**config.mk**
```make
export PLATFORM = sky130hd
export DESIGN_NAME = comp_seq
export DESIGN_NICKNAME = d
export VERILOG_FILES = /design/src/rtl/comp_seq.sv
export SDC_FILE = /design/constraint.sdc
export NUM_CORES = 1
export LEC_CHECK = 0
export CORE_ASPECT_RATIO = 0.75
export CORE_MARGIN = 5
export CORE_UTILIZATION = 50
export DETAILED_ROUTE_END_ITERATION = 10
export GPL_TIMING_DRIVEN = 0
export PLACE_DENSITY = 0.83
export SLEW_MARGIN = 20
export SYNTH_ARGS = -nofsm -noshare
export SYNTH_HDL_FRONTEND = slang
export SYNTH_SLANG_ARGS = --single-unit
```
**constraint.sdc**
```tcl
create_clock -name clk -period 1.7 [get_ports clk]
set_clock_uncertainty 0.15 [all_clocks]
set_input_delay 0.51 -clock clk [delete_from_list [all_inputs] [get_ports clk]]
set_output_delay 0.51 -clock clk [all_outputs]
set_load 0.01 [all_outputs]
```
**src/rtl/comp_seq.sv**
```systemverilog
// -----------------------------------------------------------------------------
// comp_seq : multi-cycle WIDTH-bit magnitude comparator (unsigned / signed).
//
// The operands are compared STEP bits per clock. The scan starts at the most
// significant chunk and works down to the least significant one. A start/done
// handshake is used, so wide compares need no long combinational chain.
//
// Parameters
//   WIDTH        operand width; must be a multiple of STEP and >= STEP
//   STEP         bits compared per clock (1, 2, 4 or 8)
//
// Ports
//   clk          rising-edge clock
//   reset        synchronous active-high reset
//   start        request a comparison (accepted only while idle)
//   signed_mode  1 = two's-complement compare, 0 = unsigned (sampled with start)
//   x, y         operands (sampled when start is accepted)
//   busy         comparison in progress
//   done         one-cycle completion pulse
//   gt, eq, lt   registered result flags. They are held until the next
//                accepted start. They read 0 while a compare is running.
//
// Build option
//   COMP_SEQ_EARLY_EXIT_EN : when defined, the scan ends on the first
//   differing chunk. When undefined, every compare takes WIDTH/STEP cycles.
// -----------------------------------------------------------------------------
module comp_seq #(
  parameter int WIDTH = 16,
  parameter int STEP  = 4
) (
  input  logic             clk,
  input  logic             reset,
  input  logic             start,
  input  logic             signed_mode,
  input  logic [WIDTH-1:0] x,
  input  logic [WIDTH-1:0] y,
  output logic             busy,
  output logic             done,
  output logic             gt,
  output logic             eq,
  output logic             lt
);

  localparam int N  = WIDTH / STEP;
  localparam int CW = (N > 1) ? $clog2(N) : 1;
  localparam logic [CW-1:0]   LAST_IDX  = CW'(N - 1);
  // Mask of the top bit of a chunk. It is used to flip the sign bit.
  localparam logic [STEP-1:0] SIGN_FLIP = STEP'(1'b1) << (STEP - 1);

  typedef enum logic [0:0] {
    S_IDLE = 1'b0,
    S_RUN  = 1'b1
  } state_t;

  typedef enum logic [1:0] {
    D_EQ = 2'b00,
    D_GT = 2'b01,
    D_LT = 2'b10
  } dec_t;

  // ---------------------------------------------------------------------------
  // Registers
  // ---------------------------------------------------------------------------
  state_t           r_state;
  logic [WIDTH-1:0] r_x;
  logic [WIDTH-1:0] r_y;
  logic             r_signed;
  logic [CW-1:0]    r_cnt;
  dec_t             r_dec;
  logic             r_busy;
  logic             r_done;
  logic             r_gt;
  logic             r_eq;
  logic             r_lt;

  // ---------------------------------------------------------------------------
  // Combinational signals
  // ---------------------------------------------------------------------------
  state_t           w_state_nxt;
  logic [STEP-1:0]  w_cx;
  logic [STEP-1:0]  w_cy;
  logic             w_chunk_gt;
  logic             w_chunk_lt;
  logic             w_last;
  logic             w_finish;
  dec_t             w_dec_nxt;
  logic             w_busy_nxt;
  logic             w_done_nxt;
  logic             w_gt_nxt;
  logic             w_eq_nxt;
  logic             w_lt_nxt;

  // The operand registers shift left by STEP on every RUN cycle. The chunk
  // currently being compared is therefore always the top STEP bits. In signed
  // mode, the sign bit is flipped on the first chunk only. That maps
  // two's-complement order onto unsigned order.
  always_comb begin
    w_cx = r_x[WIDTH-1 -: STEP];
    w_cy = r_y[WIDTH-1 -: STEP];
    if (r_signed && (r_cnt == {CW{1'b0}})) begin
      w_cx = w_cx ^ SIGN_FLIP;
      w_cy = w_cy ^ SIGN_FLIP;
    end else begin
      w_cx = w_cx;
      w_cy = w_cy;
    end
  end

  assign w_chunk_gt = (w_cx > w_cy);
  assign w_chunk_lt = (w_cx < w_cy);
  assign w_last     = (r_cnt == LAST_IDX);

  // Running decision: the first differing chunk sets it. Less significant
  // chunks never override a decision that is already made.
  always_comb begin
    w_dec_nxt = r_dec;
    case (r_dec)
      D_EQ: begin
        if (w_chunk_gt) begin
          w_dec_nxt = D_GT;
        end else if (w_chunk_lt) begin
          w_dec_nxt = D_LT;
        end else begin
          w_dec_nxt = D_EQ;
        end
      end
      D_GT:    w_dec_nxt = D_GT;
      D_LT:    w_dec_nxt = D_LT;
      default: w_dec_nxt = D_EQ;
    endcase
  end

`ifdef COMP_SEQ_EARLY_EXIT_EN
  // The scan can stop as soon as a decision appears. With early exit, the
  // decision is still "equal" whenever RUN is active, so any chunk that
  // differs here is the first one.
  assign w_finish = w_last | w_chunk_gt | w_chunk_lt;
`else
  assign w_finish = w_last;
`endif

  // FSM state register.
  always_ff @(posedge clk) begin
    if (reset) begin
      r_state <= S_IDLE;
    end else begin
      r_state <= w_state_nxt;
    end
  end

  // FSM next-state logic.
  always_comb begin
    w_state_nxt = r_state;
    case (r_state)
      S_IDLE: begin
        if (start) begin
          w_state_nxt = S_RUN;
        end else begin
          w_state_nxt = S_IDLE;
        end
      end
      S_RUN: begin
        if (w_finish) begin
          w_state_nxt = S_IDLE;
        end else begin
          w_state_nxt = S_RUN;
        end
      end
      default: w_state_nxt = S_IDLE;
    endcase
  end

  // FSM output logic: next values of the registered handshake and result flags.
  always_comb begin
    w_busy_nxt = r_busy;
    w_done_nxt = 1'b0;
    w_gt_nxt   = r_gt;
    w_eq_nxt   = r_eq;
    w_lt_nxt   = r_lt;
    case (r_state)
      S_IDLE: begin
        if (start) begin
          w_busy_nxt = 1'b1;
          w_gt_nxt   = 1'b0;
          w_eq_nxt   = 1'b0;
          w_lt_nxt   = 1'b0;
        end else begin
          w_busy_nxt = 1'b0;
        end
      end
      S_RUN: begin
        if (w_finish) begin
          w_busy_nxt = 1'b0;
          w_done_nxt = 1'b1;
          w_gt_nxt   = (w_dec_nxt == D_GT);
          w_eq_nxt   = (w_dec_nxt == D_EQ);
          w_lt_nxt   = (w_dec_nxt == D_LT);
        end else begin
          w_busy_nxt = 1'b1;
        end
      end
      default: begin
        w_busy_nxt = 1'b0;
        w_gt_nxt   = 1'b0;
        w_eq_nxt   = 1'b0;
        w_lt_nxt   = 1'b0;
      end
    endcase
  end

  // Operand capture, chunk shift, chunk counter and running decision.
  always_ff @(posedge clk) begin
    if (reset) begin
      r_x      <= {WIDTH{1'b0}};
      r_y      <= {WIDTH{1'b0}};
      r_signed <= 1'b0;
      r_cnt    <= {CW{1'b0}};
      r_dec    <= D_EQ;
    end else begin
      case (r_state)
        S_IDLE: begin
          if (start) begin
            r_x      <= x;
            r_y      <= y;
            r_signed <= signed_mode;
            r_cnt    <= {CW{1'b0}};
            r_dec    <= D_EQ;
          end else begin
            r_cnt    <= {CW{1'b0}};
          end
        end
        S_RUN: begin
          r_x   <= r_x << STEP;
          r_y   <= r_y << STEP;
          r_dec <= w_dec_nxt;
          if (w_finish) begin
            r_cnt <= {CW{1'b0}};
          end else begin
            r_cnt <= r_cnt + CW'(1);
          end
        end
        default: begin
          r_cnt <= {CW{1'b0}};
          r_dec <= D_EQ;
        end
      endcase
    end
  end

  // Registered handshake and result outputs.
  always_ff @(posedge clk) begin
    if (reset) begin
      r_busy <= 1'b0;
      r_done <= 1'b0;
      r_gt   <= 1'b0;
      r_eq   <= 1'b0;
      r_lt   <= 1'b0;
    end else begin
      r_busy <= w_busy_nxt;
      r_done <= w_done_nxt;
      r_gt   <= w_gt_nxt;
      r_eq   <= w_eq_nxt;
      r_lt   <= w_lt_nxt;
    end
  end

  assign busy = r_busy;
  assign done = r_done;
  assign gt   = r_gt;
  assign eq   = r_eq;
  assign lt   = r_lt;

endmodule
```
==> results of run 1 <==
==> through the flow <==
step	utilization (%)	cell area, um^2
2_1_floorplan	-	1960
3_3_place_gp	65.0	2410
3_5_place_dp	65.0	2410
4_1_cts	67.7	2510
5_1_grt	69.5	2580
6_report	69.5	2580
==> layer usage <==
| metal | vias up | routed length, um | global-route usage [%] |
|---|---|---|---|
| met5 | - | 0 | 0 |
| met4 | 0 | 84 | 7.68 |
| met3 | 8 | 291 | 5.20 |
| met2 | 52 | 2090 | 28.3 |
| met1 | 800 | 2250 | 24.4 |
| li1 | 870 | - | - |
==> state kept, by name (all words and copies together) (netlist names) <==
signal	count
r_cnt	2
r_dec	2
r_x	16
eq	1
lt	1
busy	1
r_y	16
gt	1
r_signed	1
done	1
==> Yosys cell counts <==
library cell   n  share of area, %
or2_1          2              0.64
a311o_1        1              0.51
a211oi_1       1              0.38
ha_1           5               3.2
a21o_1         1              0.38
or3_1          1              0.32
nand3b_1       2              0.77
a41oi_1        1              0.45
o31ai_1        1              0.38
nor2b_1        3              0.96
o22ai_1        1              0.32
a22oi_1        1              0.38
a221oi_1       1              0.45
buf_4          4               1.5
and2_1         2              0.64
a41o_1         1              0.51
a22o_1         1              0.45
nor4_1         1              0.32
buf_2          4               1.0
or2_2          1              0.32
o21ai_0        2              0.51
o21ai_1        1              0.26
inv_1          8               1.5
nand2_1        3              0.58
nand2b_1       1              0.32
nor4b_1        1              0.45
o211ai_1       1              0.38
dfxtp_1       42                43
and3_1         1              0.32
nor2_1        65                12
buf_6          1              0.58
mux2i_1       33                17
a21oi_1       28               7.2
nand4_1        1              0.32
clkbuf_1       5              0.96
nand2_2        1              0.32
==> worst register-to-register path: stages, from the launching register on <==
cell and delay (ps):
dfxtp_2 340, inv_2 50, ha_4 230, nand3b_1 150, buf_4 140, o211ai_1 150
a311o_1 330, a21oi_2 150
==> how the worst max path moves through the flow <==
stage,end,slack (ps),cells after the start
after global placement,r_y[5],-370,4
after floorplan,r_dec[0],150,6
after global routing,r_dec[1],-110,7
after CTS,r_x[0],3,4
final,r_dec[1],-50,7
after detailed placement,r_y[4],-380,4
==> logic make-up (layout without fill, tap and decap cells) <==
group | count (synthesis) | after routing | synth area share [%]
AO/OA/AOI/OAI | 42 | 42 | 12.5
adder cells (fa/ha/maj) | 5 | 5 | 3.20
buffers and inverters | 22 | 71 | 5.63
flip-flops | 42 | 42 | 43.0
multiplexers | 33 | 33 | 16.9
AND/OR/NAND/NOR | 85 | 85 | 18.7
==> layout make-up <==
cell class	count	area share (%)
Multi-Input combinational cell	165	41.2
Sequential cell	42	32.8
Timing Repair Buffer	42	15.8
Clock buffer	7	3.35
Buffer	13	3.01
Tap cell	52	2.52
Inverter	8	1.17
Clock inverter	1	0.194
==> repair_timing <==
action | CTS | global route
setup endpoints to repair | 18 | 10
pin swaps | 0 | 6
resized for setup | 9 | 9
buffers inserted | 0 | 3
==> power groups by stage <==
stage | clock network (uW) | logic (uW) | registers [uW]
finish | 665 | 421 | 1080
global placement | 0 | 364 | 1090
CTS | 677 | 386 | 1070
floorplan | 0 | 237 | 1090
global route | 729 | 463 | 1080
detailed placement | 0 | 374 | 1100
==> cell usage in the layout, fill, tap and decap left out, drive strengths merged, types with 2 or more instances in the layout <==
master | netlist | layout
nand3b | 2 | 2
nand2 | 4 | 4
ha | 5 | 5
mux2i | 33 | 33
clkdlybuf4s50 | 0 | 34
inv | 8 | 8
buf | 9 | 12
dlygate4sd2 | 0 | 5
nor2 | 65 | 65
or2 | 3 | 3
nor2b | 3 | 3
and2 | 2 | 2
o21ai | 3 | 3
dfxtp | 42 | 42
a21oi | 28 | 28
clkbuf | 5 | 11
==> results.py, run 1 <==
metrics = {
    "critical_path": {
        "ff2ff_setup_slack_ps": -50,
        "slowest_delay_ps": 340,
        "crit_path_top_delay_cell": "dfxtp_2",
        "cp.required_ps": 1780,
        "startpoint": "r_y[14]",
        "cp_cell_sequence": "inv_2 -> ha_4 -> nand3b_1 -> buf_4 -> o211ai_1 -> a311o_1 -> a21oi_2",
        "reg2reg_to": "r_dec[1]",
        "critPathArrivalTime_ps": 1830,
        "crit_type": "reg -> reg",
        "ff2ff_path_depth": 7,
        "worst-path-buf-inv": 2,
        "crit_fanout": 3,
        "cp_top_family": "compound AO/OA/AOI/OAI gates",
        "cp-start-kind": "flip-flop",
        "end_kind": "flip-flop",
        "r2r_start": "r_y[14]",
    },
    "route": {
        "wirelength_mm": 4.72,
        "viasPerCell": 5.24,
        "postRouteAntennaNets": 0,
        "num_vias": 1730,
        "wl_per_cell_um": 14.3,
        "drt-initial-drc-count": 109,
        "firstDrtPassIters": 4,
        "drcViolationCount": 0,
    },
    "pwr": {
        "p_sw_share_pct": 26.8,
        "p_clk_share_pct": 30.7,
        "p_seq_share_pct": 49.8,
        "switching_power_uw": 580,
        "p_int_uw": 1590,
        "combPwrFrac_pct": 19.4,
        "leakage_uw": 0.00113,
        "fin_total_pwr_uw": 2170,
        "peakVddDrop_v": 0.000461,
        "p_per_area_nw_per_um2": 840,
    },
    "place": {
        "post-place-ws_ps": -376,
        "port_buffers": 39,
        "dpl.cell_count": 320,
        "place.gp.congestion": 0.903,
        "dp.final_hpwl_mm": 3.34,
    },
    "min_path": {
        "worstHoldPathType": "reg -> reg",
        "holdCritStartpoint": "r_cnt[0]",
        "holdPathEnd": "r_cnt[0]",
        "min_path_cells": 1,
    },
    "status": {
        "violations": "negative setup slack",
        "outcome": "finished, violations left",
    },
    "die": {
        "io_pins": 41,
        "start_util_pct": 52.7,
        "die_x_um": 82.2,
        "die-area_um2": 5270,
        "core_um2": 3710,
        "rows": 19,
        "die_h_um": 64.2,
    },
    "timing": {
        "timing.final.ws_setup_ps": -45.4,
        "holdWs_ps": 320,
        "fin_crit_sh_pct": 103,
        "rsz0062_at_grt": "yes",
        "relSlewSlack_pct": 68.7,
        "tns_ps": -72.5,
        "worst_pin_slew_ps": 469,
        "setup_viol": 2,
        "timing.fmax_mhz": 573,
        "hold_viol": 0,
        "final_max_slew_viol_count": 0,
        "min_period_ps": 1750,
    },
    "logic_synthesis": {
        "syn_inst": 229,
        "synth_nets": 270,
        "netlist-cell-type-count": 36,
        "ys_seq_area_share_pct": 43.0,
        "syn_area_per_cell_um2": 8.54,
        "netlist_area_um2": 1960,
        "ys_warn_count": 0,
        "ys_ff_latch": 42,
    },
    "finish": {
        "fill_cells": 319,
        "drive_gt1_share_pct": 12.2,
        "finalNonFillerCells": 330,
        "syn_to_final_growth_pct": 31.8,
        "regArea_um2": 845,
        "finalNetCount": 318,
        "multiInputGateArea_um2": 1060,
        "antenna_cells": 0,
    },
    "job": {
        "maxCapViolCount": 0,
    },
    "grt": {
        "grt_first_pass_wirelength_mm": 7.40,
        "grt_overflow": 0,
        "grtUsageTotal_pct": 18.6,
        "grt_max_degree": 13,
        "antenna_found_initial": 0,
        "grt_pass1_vias": 1631,
    },
    "clocking": {
        "tritoncts": "yes",
        "clockBufferDepth": 2,
        "root_buffer": "clkbuf_8",
        "cts_made_buffers": 5,
        "clk_latency_ps": 300,
        "cts_htree_levels": 2,
        "clkSinkCount": 42,
        "clk_pin_slew_worst_paths_ps": 80,
        "ctsHoldBuffers": 0,
    },
}
(Power assumes the default switching activity.)
==> run 2, diff against run 1 <==
Settings changed: CAP_MARGIN from default to 20.
==> results of run 2 <==
The final DEF is identical to that of run 1; final timing and power are the same.
==> run 3, diff against run 2 <==
Settings changed: CORE_ASPECT_RATIO 0.75 to default.
==> results.py, run 3 (synthesis results as in run 1) <==
metrics = {
    "timing": {
        "rsz0062_at_grt": "yes",
        "hold_viol": 0,
        "setup_viol": 0,
        "fin_crit_sh_pct": 94.7,
        "min_period_ps": 1610,
        "final_max_slew_viol_count": 0,
        "relSlewSlack_pct": 69.6,
        "tns_ps": 0,
        "timing.fmax_mhz": 621,
        "worst_pin_slew_ps": 456,
    },
    "place": {
        "place.gp.congestion": 0.889,
        "dp.final_hpwl_mm": 3.18,
        "port_buffers": 39,
    },
    "clocking": {
        "root_buffer": "clkbuf_8",
        "clk_latency_ps": 290,
        "cts_made_buffers": 5,
        "clockBufferDepth": 2,
        "clkSinkCount": 42,
        "clk_pin_slew_worst_paths_ps": 80,
        "cts_htree_levels": 2,
        "tritoncts": "yes",
    },
    "min_path": {
        "holdCritStartpoint": "r_cnt[0]",
        "worstHoldPathType": "reg -> reg",
        "min_path_cells": 1,
        "holdPathEnd": "r_cnt[0]",
    },
    "pwr": {
        "p_seq_share_pct": 52.0,
        "switching_power_uw": 552,
        "p_clk_share_pct": 29.4,
        "combPwrFrac_pct": 18.6,
        "peakVddDrop_v": 0.000575,
        "leakage_uw": 0.00111,
        "p_per_area_nw_per_um2": 825,
        "p_int_uw": 1510,
        "fin_total_pwr_uw": 2070,
        "p_sw_share_pct": 26.7,
    },
    "critical_path": {
        "cp-start-kind": "flip-flop",
        "crit_path_top_delay_cell": "dfxtp_1",
        "r2r_start": "r_y[14]",
        "worst-path-buf-inv": 1,
        "cp_cell_sequence": "inv_1 -> ha_4 -> a21oi_2 -> o211ai_1 -> a311o_1 -> a21oi_1",
        "cp.required_ps": 1780,
        "crit_type": "reg -> reg",
        "end_kind": "flip-flop",
        "ff2ff_setup_slack_ps": 90,
        "ff2ff_path_depth": 6,
        "crit_fanout": 3,
        "slowest_delay_ps": 340,
        "reg2reg_to": "r_dec[1]",
        "critPathArrivalTime_ps": 1690,
        "cp_top_family": "compound AO/OA/AOI/OAI gates",
    },
    "finish": {
        "drive_gt1_share_pct": 8.39,
        "finalNetCount": 315,
        "syn_to_final_growth_pct": 28.0,
        "mostFrequentLayoutCells": "nor2_1 (65), dfxtp_1 (42), clkdlybuf4s50_1 (34), mux2i_1 (33), a21oi_1 (27)",
        "top_regs": "r_x: 16 flops, r_y: 16 flops",
        "fin_util_pct": 67.4,
        "final_common_cell": "nor2_1",
        "antenna_cells": 0,
    },
    "die": {
        "rows": 22,
        "start_util_pct": 52.6,
        "die-area_um2": 5260,
        "io_pins": 41,
        "die_x_um": 72.5,
        "core_um2": 3720,
        "die_h_um": 72.5,
    },
    "grt": {
        "grt_max_degree": 13,
        "antenna_found_initial": 0,
        "grt_overflow": 0,
        "grt_first_pass_wirelength_mm": 7.00,
        "grtUsageTotal_pct": 17.0,
        "grt_pass1_vias": 1580,
    },
    "route": {
        "drt-met1-wl_mm": 1.97,
        "viasPerCell": 5.27,
        "firstDrtPassIters": 4,
        "top_layer": "met4",
        "wl_met2_mm": 1.99,
        "drcViolationCount": 0,
        "wl_met3_um": 249,
        "drt-initial-drc-count": 113,
        "wl_per_cell_um": 13.2,
        "postRouteAntennaNets": 0,
        "wirelength_mm": 4.25,
        "num_vias": 1697,
    },
    "job": {
        "maxCapViolCount": 0,
    },
    "status": {
        "outcome": "finished, final reports clean",
    },
}
-- run 3: final cells by class --
class,count,area (um^2)
Sequential cell,42,841
Buffer,13,77.6
Clock buffer,5,68.8
Inverter,8,30.0
Tap cell,48,60.1
Timing Repair Buffer,39,384
Multi-Input combinational cell,165,1030
Clock inverter,2,10.0
Fill cell,320,1210
-- run 3: routing by layer --
metal  GRT usage, %  vias up
met5              0        -
met1           22.6      782
li1               -      866
met2           27.4       44
met4           5.12        0
met3           3.88        5
-- run 3: stage by stage --
| stage | area (um^2) | setup slack (ps) | hold WS, ps | cells |
|---|---|---|---|---|
| 6_report | 2500 | 89.6 | 313 | 322 |
| 5_1_grt | 2500 | -19.0 | 344 | 322 |
| 4_1_cts | 2490 | 11.2 | 317 | 323 |
| 3_5_place_dp | 2410 | -392 | 306 | 316 |
| 3_3_place_gp | 2410 | -358 | 296 | 316 |
| 2_1_floorplan | 1960 | 146 | 277 | 229 |
-- run 3: power by group through the flow --
stage                     clock network [uW]  registers, uW  logic (uW)
after global placement                     0           1090         362
after floorplan                            0           1090         237
after global routing                     648           1080         432
after detailed placement                   0           1100         370
final                                    607           1070         384
after CTS                                606           1070         378
-- run 3: timing repair --
action                     4_1_cts  5_1_grt
resized for setup                8        2
setup endpoints to repair       18        8
pin swaps                        0        2
hold buffers                     0        0
buffers inserted                 0        0
-- run 3: worst max-delay path by stage --
stage	from	depth (start not counted)	to	slack, ps
2_1_floorplan	r_y[14]	6	r_dec[0]	150
3_3_place_gp	reset	4	r_x[13]	-360
3_5_place_dp	reset	4	r_y[9]	-390
4_1_cts	r_y[14]	6	gt	10
5_1_grt	r_y[14]	6	gt	-20
6_report	r_y[14]	6	r_dec[1]	90
-- run 3: worst register-to-register path, stage by stage, from the launching register on --
cell and delay (ps):
dfxtp_1 340, inv_1 80, ha_4 220, a21oi_2 200, o211ai_1 140, a311o_1 290
a21oi_1 130
